--- src/rtl/upd7800_clkgen.sv ---
// upd7800_clkgen: two-phase CP1/CP2 generator with edge strobes, reset stretch and HOLD freeze
module upd7800_clkgen #(
    parameter int PHASE_TICKS  = 1,
    parameter int RESET_CYCLES = 4
) (
    input  logic CLK,
    input  logic RESET,
    input  logic CE,
    input  logic HOLD,
    output logic HOLDA,
    output logic CP1,
    output logic CP2,
    output logic CP1_POSEDGE,
    output logic CP1_NEGEDGE,
    output logic CP2_POSEDGE,
    output logic CP2_NEGEDGE,
    output logic RESETB
);
    localparam int TW = $clog2(PHASE_TICKS) + 1;
    localparam logic [TW-1:0] TLAST = TW'(PHASE_TICKS - 1);
    logic [1:0]    r_ph;
    logic [TW-1:0] r_tcnt;
    logic [7:0]    r_rcnt;
    logic          w_wrap;
    logic          w_hold;
    logic [1:0]    w_nph;
    assign w_wrap = r_tcnt == TLAST;
    assign w_nph  = r_ph + 2'd1;
    // Freeze only at the 3->0 boundary; while frozen ph/tcnt sit there, so a CE with HOLD low resumes cleanly
    assign w_hold = RESETB && HOLD && w_wrap && r_ph == 2'd3;
    always_ff @(posedge CLK) begin
        if (RESET) begin
            r_ph        <= 2'd3;
            r_tcnt      <= '0;
            r_rcnt      <= 8'(RESET_CYCLES);
            CP1         <= 1'b0;
            CP2         <= 1'b0;
            CP1_POSEDGE <= 1'b0;
            CP1_NEGEDGE <= 1'b0;
            CP2_POSEDGE <= 1'b0;
            CP2_NEGEDGE <= 1'b0;
            HOLDA       <= 1'b0;
            RESETB      <= 1'b0;
        end else begin
            CP1_POSEDGE <= 1'b0;
            CP1_NEGEDGE <= 1'b0;
            CP2_POSEDGE <= 1'b0;
            CP2_NEGEDGE <= 1'b0;
            if (CE && w_hold) begin
                HOLDA <= 1'b1;
            end else if (CE) begin
                HOLDA  <= 1'b0;
                r_tcnt <= w_wrap ? '0 : r_tcnt + TW'(1);
                if (w_wrap) begin
                    r_ph        <= w_nph;
                    CP1         <= w_nph == 2'd0;
                    CP2         <= w_nph == 2'd2;
                    CP1_POSEDGE <= w_nph == 2'd0;
                    CP1_NEGEDGE <= w_nph == 2'd1;
                    CP2_POSEDGE <= w_nph == 2'd2;
                    CP2_NEGEDGE <= w_nph == 2'd3;
                    if (w_nph == 2'd0 && !RESETB && r_rcnt != 8'd0)
                        r_rcnt <= r_rcnt - 8'd1;
                    if (w_nph == 2'd3 && r_rcnt == 8'd0)
                        RESETB <= 1'b1;
                end
            end
        end
    end
endmodule

--- config.mk ---
export PLATFORM = sky130hd
export DESIGN_NAME = upd7800_clkgen
export DESIGN_NICKNAME = d
export VERILOG_FILES = /design/src/rtl/upd7800_clkgen.sv
export SDC_FILE = /design/constraint.sdc
export NUM_CORES = 1
export LEC_CHECK = 0
export BUFFER_PORTS_ARGS = -buffer_cell sky130_fd_sc_hd__buf_2
export CORE_UTILIZATION = 50
export DETAILED_ROUTE_END_ITERATION = 8
export PLACE_DENSITY = 0.71
export SKIP_CTS_REPAIR_TIMING = 1
export SYNTH_ARGS = -nofsm -noshare
export SYNTH_HDL_FRONTEND = slang
export SYNTH_SLANG_ARGS = --single-unit
export TNS_END_PERCENT = 20
--- constraint.sdc ---
create_clock -name CLK -period 3.1 [get_ports CLK]
set_input_delay 0.155 -clock CLK [delete_from_list [all_inputs] [get_ports CLK]]
set_output_delay 0.155 -clock CLK [all_outputs]
set_load 0.02 [all_outputs]
# == Word level (Yosys, flattened, before mapping) ==
# Cells that the tools add are included.
# op_classes
muxes,3
n_reduce_logical,17
bitwise_logic,3
add_sub_neg,3
eq_ne,4
# ops
cell,count
$logic_not 8->1,1
$reduce_and 4->1,2
$reduce_bool 8->1,1
$sub 8x1->8 const B,1
$logic_and 1x1->1,7
$eq 2x2->1 const B,3
$reduce_or 4->1,1
$mux 1,3
$not 1->1,3
$reduce_and 3->1,1
$add 2x1->2 const B,1
$eq 2x1->1 const B,1
$logic_not 2->1,1
$reduce_and 2->1,1
$reduce_bool 2->1,1
$add 1x1->1 const B,1
$logic_not 1->1,1
# totals
inputBits,4
out_inout_bits,8
ff_bits,19

# == Logic depth before layout (Yosys ltp) ==
# logic_depth
ltp_word,6
mapped_depth,6
depth_no_buf,6

# == Worst setup path after synthesis ==
# Ideal clock, no wire load.
# synth_timing
path_kind,flip-flop to flip-flop
start,reg r_rcnt[0]
end,reg r_rcnt[5]
period_less_slack_ns,1.580
setup_time_ns,0.071
path_buffers,0
stages_incl_launch_ff,7
setup_slack_ns,1.520
t_arrival_ns,1.509
cell_sequence,dfxtp_1 > inv_1 > ha_1 > nor2b_1 > and2_1 > or4_1 > a21oi_1
# synth_between
elab_chain_len,3
elab_cells_between_ends,4
classes_between,add/sub (1); reduce/logical (3)
# synth_rtl
element,line,rtl
from (decl),23,logic [7:0] r_rcnt;
from (signal assigned),35,r_rcnt <= 8'(RESET_CYCLES);
from (signal assigned),63,r_rcnt <= r_rcnt - 8'd1;
"parallel branches: the longest is 3 deep, another holds $sub 8x1->8",n/a,
# Parallel ways; which one is timed is not known.
# A chain may end at the register's enable or synchronous reset.

# == Final worst setup path ==
# Ends and elaborated chain as after synthesis.

==> impl_metrics.tcl <==
set metrics [dict create \
    synth_commonest_cells "dfxtp_1, nor2_1, ha_1, and2_1, inv_1" \
    slowest_stage "or4_1" \
    final_max_slew_viol_count 0 \
    syn_nets 94 \
    ff2ff_setup_slack_ns 1.40 \
    worst_pin_slew_ns 0.407 \
    slowest_delay_ns 0.46 \
    relSlewSlack_pct 72.6 \
    fill_cells 135 \
    fin_crit_ns 1.70 \
    hold_violations 0 \
    die_w_um 42.4 \
    ant_nets 0 \
    fmax_mhz 587 \
    outcome "finished, final reports clean" \
    rr_endpoint "r_rcnt[5]" \
    fin_util_pct 60.8 \
    antenna_found_initial 0 \
    drive_above_1_share_pct 19.6 \
    design_area_um2 916 \
    vdd_drop_max_mv 0.328 \
    wire_per_inst_um 11.9 \
    synth_top_area_share_pct 44.2 \
    grt_pass1_wl_um 2330 \
    min_to "HOLDA" \
    vias 607 \
    syn_area_um2 816 \
    ys_warn_count 0 \
    regArea_um2 360 \
    avgSynthCellArea_um2 9.71 \
    grt_pass1_vias 560 \
    start_util_pct 54.2 \
    synthArstFlopShare_pct 0 \
    synth_seq_cells 18 \
    grt_max_degree 17 \
    place_congestion 0.754 \
    highest_layer "met4" \
    cp-end-kind "flip-flop" \
    cp.arrival_ns 1.94 \
    areaGrowthSynthToFinish_pct 12.3 \
    dr_wl_met3_um 56 \
    wl_met1_um 691 \
    clock-root-buffer "clkbuf_4" \
    wl_met2_um 563 \
    setup_tns_ns 0 \
    cellPowerDensity_nw_per_um2 546 \
    synth_edf_count 0 \
    synth.distinct_cells 28 \
    cts_buffers 3 \
    firstDrtPassIters 4 \
    crit_type "reg2reg" \
    cts_sinks 18 \
    path_clk_slew_ns 0.10 \
    p_total_mw 0.500 \
    final_nets 108 \
    worstSetupStartpointType "flip-flop" \
    hpwl_um 941 \
    clk_latency_ns 0.30 \
    synthFlopType "dfxtp_1" \
    track_usage_pct 17.7 \
    drt-total-wl_um 1350 \
    ys_seq_area_share_pct 44.2 \
    crit_path_start "r_rcnt[0]" \
    cp.required_ns 3.34 \
    worstHoldStart "CE" \
    r2r_cells 6 \
    rr_startpoint "r_rcnt[0]" \
    worst-path-max-fanout 4 \
    hold_class "in2reg" \
    drv_cap 0 \
    clockBufferDepth 2 \
    die_y_um 42.4 \
    syn_inst 84 \
    finalCritPeriodShare_pct 55.0 \
    whs_ns 0.179 \
    row_count 14 \
    cts-htree-levels 1 \
    cts_tree "done" \
    multiInputGateArea_um2 425 \
    io_pins 12 \
    leakage_nw 0.423 \
    core_um2 1510 \
    drc_errors 0 \
    ys_top_cells_by_area "dfxtp_1, ha_1, nor2_1, and2_1, mux2i_1" \
    whs_path_depth 2 \
    crit_chain "inv_1 -> ha_1 -> nor2b_1 -> and2_1 -> or4_1 -> a21oi_1" \
    fin_skew_ns 0.00107 \
    grt_overflow_total 0 \
    placed_area_um2 880 \
    yosysTopAreaCell "dfxtp_1" \
    diodes 0 \
    via_per_inst 5.37 \
    yosysMostFrequentCell "dfxtp_1" \
    die_area_um2 1800 \
    io_buffers 11 \
    rsz0062_at_grt "no" \
    dr.first_iter.drc_count 7 \
    finalSetupViolCount 0 \
]
state kept, by name, summed over array words and instances (netlist names):
register / count
CP1: 1
CP1_NEGEDGE: 1
CP2: 1
RESETB: 1
CP2_POSEDGE: 1
CP1_POSEDGE: 1
HOLDA: 1
r_ph: 2
r_rcnt: 8
CP2_NEGEDGE: 1
layout make-up:
class                   count  area share (%)
multi-input cells          59            46.4
flip-flops and latches     18            39.3
repair buffers             11            6.01
clock buffers               4            3.96
well taps                  16            2.19
inverters                   5            2.05
worst max path at each step:
| stage | end | cells after the start | slack (ns) |
|---|---|---|---|
| 3_5_place_dp | r_rcnt[5] | 6 | 1.43 |
| 2_1_floorplan | r_rcnt[5] | 6 | 1.52 |
| 4_1_cts | r_rcnt[5] | 6 | 1.38 |
| 5_1_grt | r_rcnt[5] | 6 | 1.30 |
| 6_report | r_rcnt[5] | 6 | 1.40 |
| 3_3_place_gp | r_rcnt[5] | 6 | 1.48 |
kinds of logic after synthesis:
kind of cell    Yosys count  synth area share [%]
simple gates             35                  25.3
xor+xnor                  3                  3.22
mux                       3                  3.68
compound gates           12                  10.7
fa+ha+maj                 6                  9.20
flops                    18                  44.2
buf+inv                   7                  3.68
per-layer routing:
metal / global-route usage, % / vias to the layer above
li1: - / 320
met1: 22.2 / 269
met2: 26.2 / 13
met3: 5.17 / 5
met4: 11.3 / 0
met5: 0 / -
worst max-delay path: cells and delay by family, from the launching register on:
family,cells,cell delay (ns)
compound gates,1,0.15
fa+ha+maj,1,0.20
simple gates,3,0.84
flops,1,0.38
buf+inv,1,0.07
through the flow:
stage / setup slack (ns) / instances
3_3_place_gp: 1.48 / 109
6_report: 1.40 / 113
3_5_place_dp: 1.43 / 109
4_1_cts: 1.38 / 113
5_1_grt: 1.30 / 113
2_1_floorplan: 1.52 / 84
power by group:
| group | internal (mW) | switching (mW) | total (mW) |
|---|---|---|---|
| logic | 0.0395 | 0.0571 | 0.0965 |
| clock network | 0.0717 | 0.0729 | 0.145 |
| registers | 0.247 | 0.0122 | 0.259 |
cell usage in the layout (no fill, tap or decap), types with 3 or more instances in the layout:
cell type,instances
buf_2,11
xnor2_1,3
nand3_1,3
mux2i_1,3
and2_1,5
nor2_1,12
ha_1,6
a21oi_1,4
inv_1,5
dfxtp_1,18
clkbuf_4,3
nand2_1,4
Note: power is estimated with default switching activity, not from simulation.
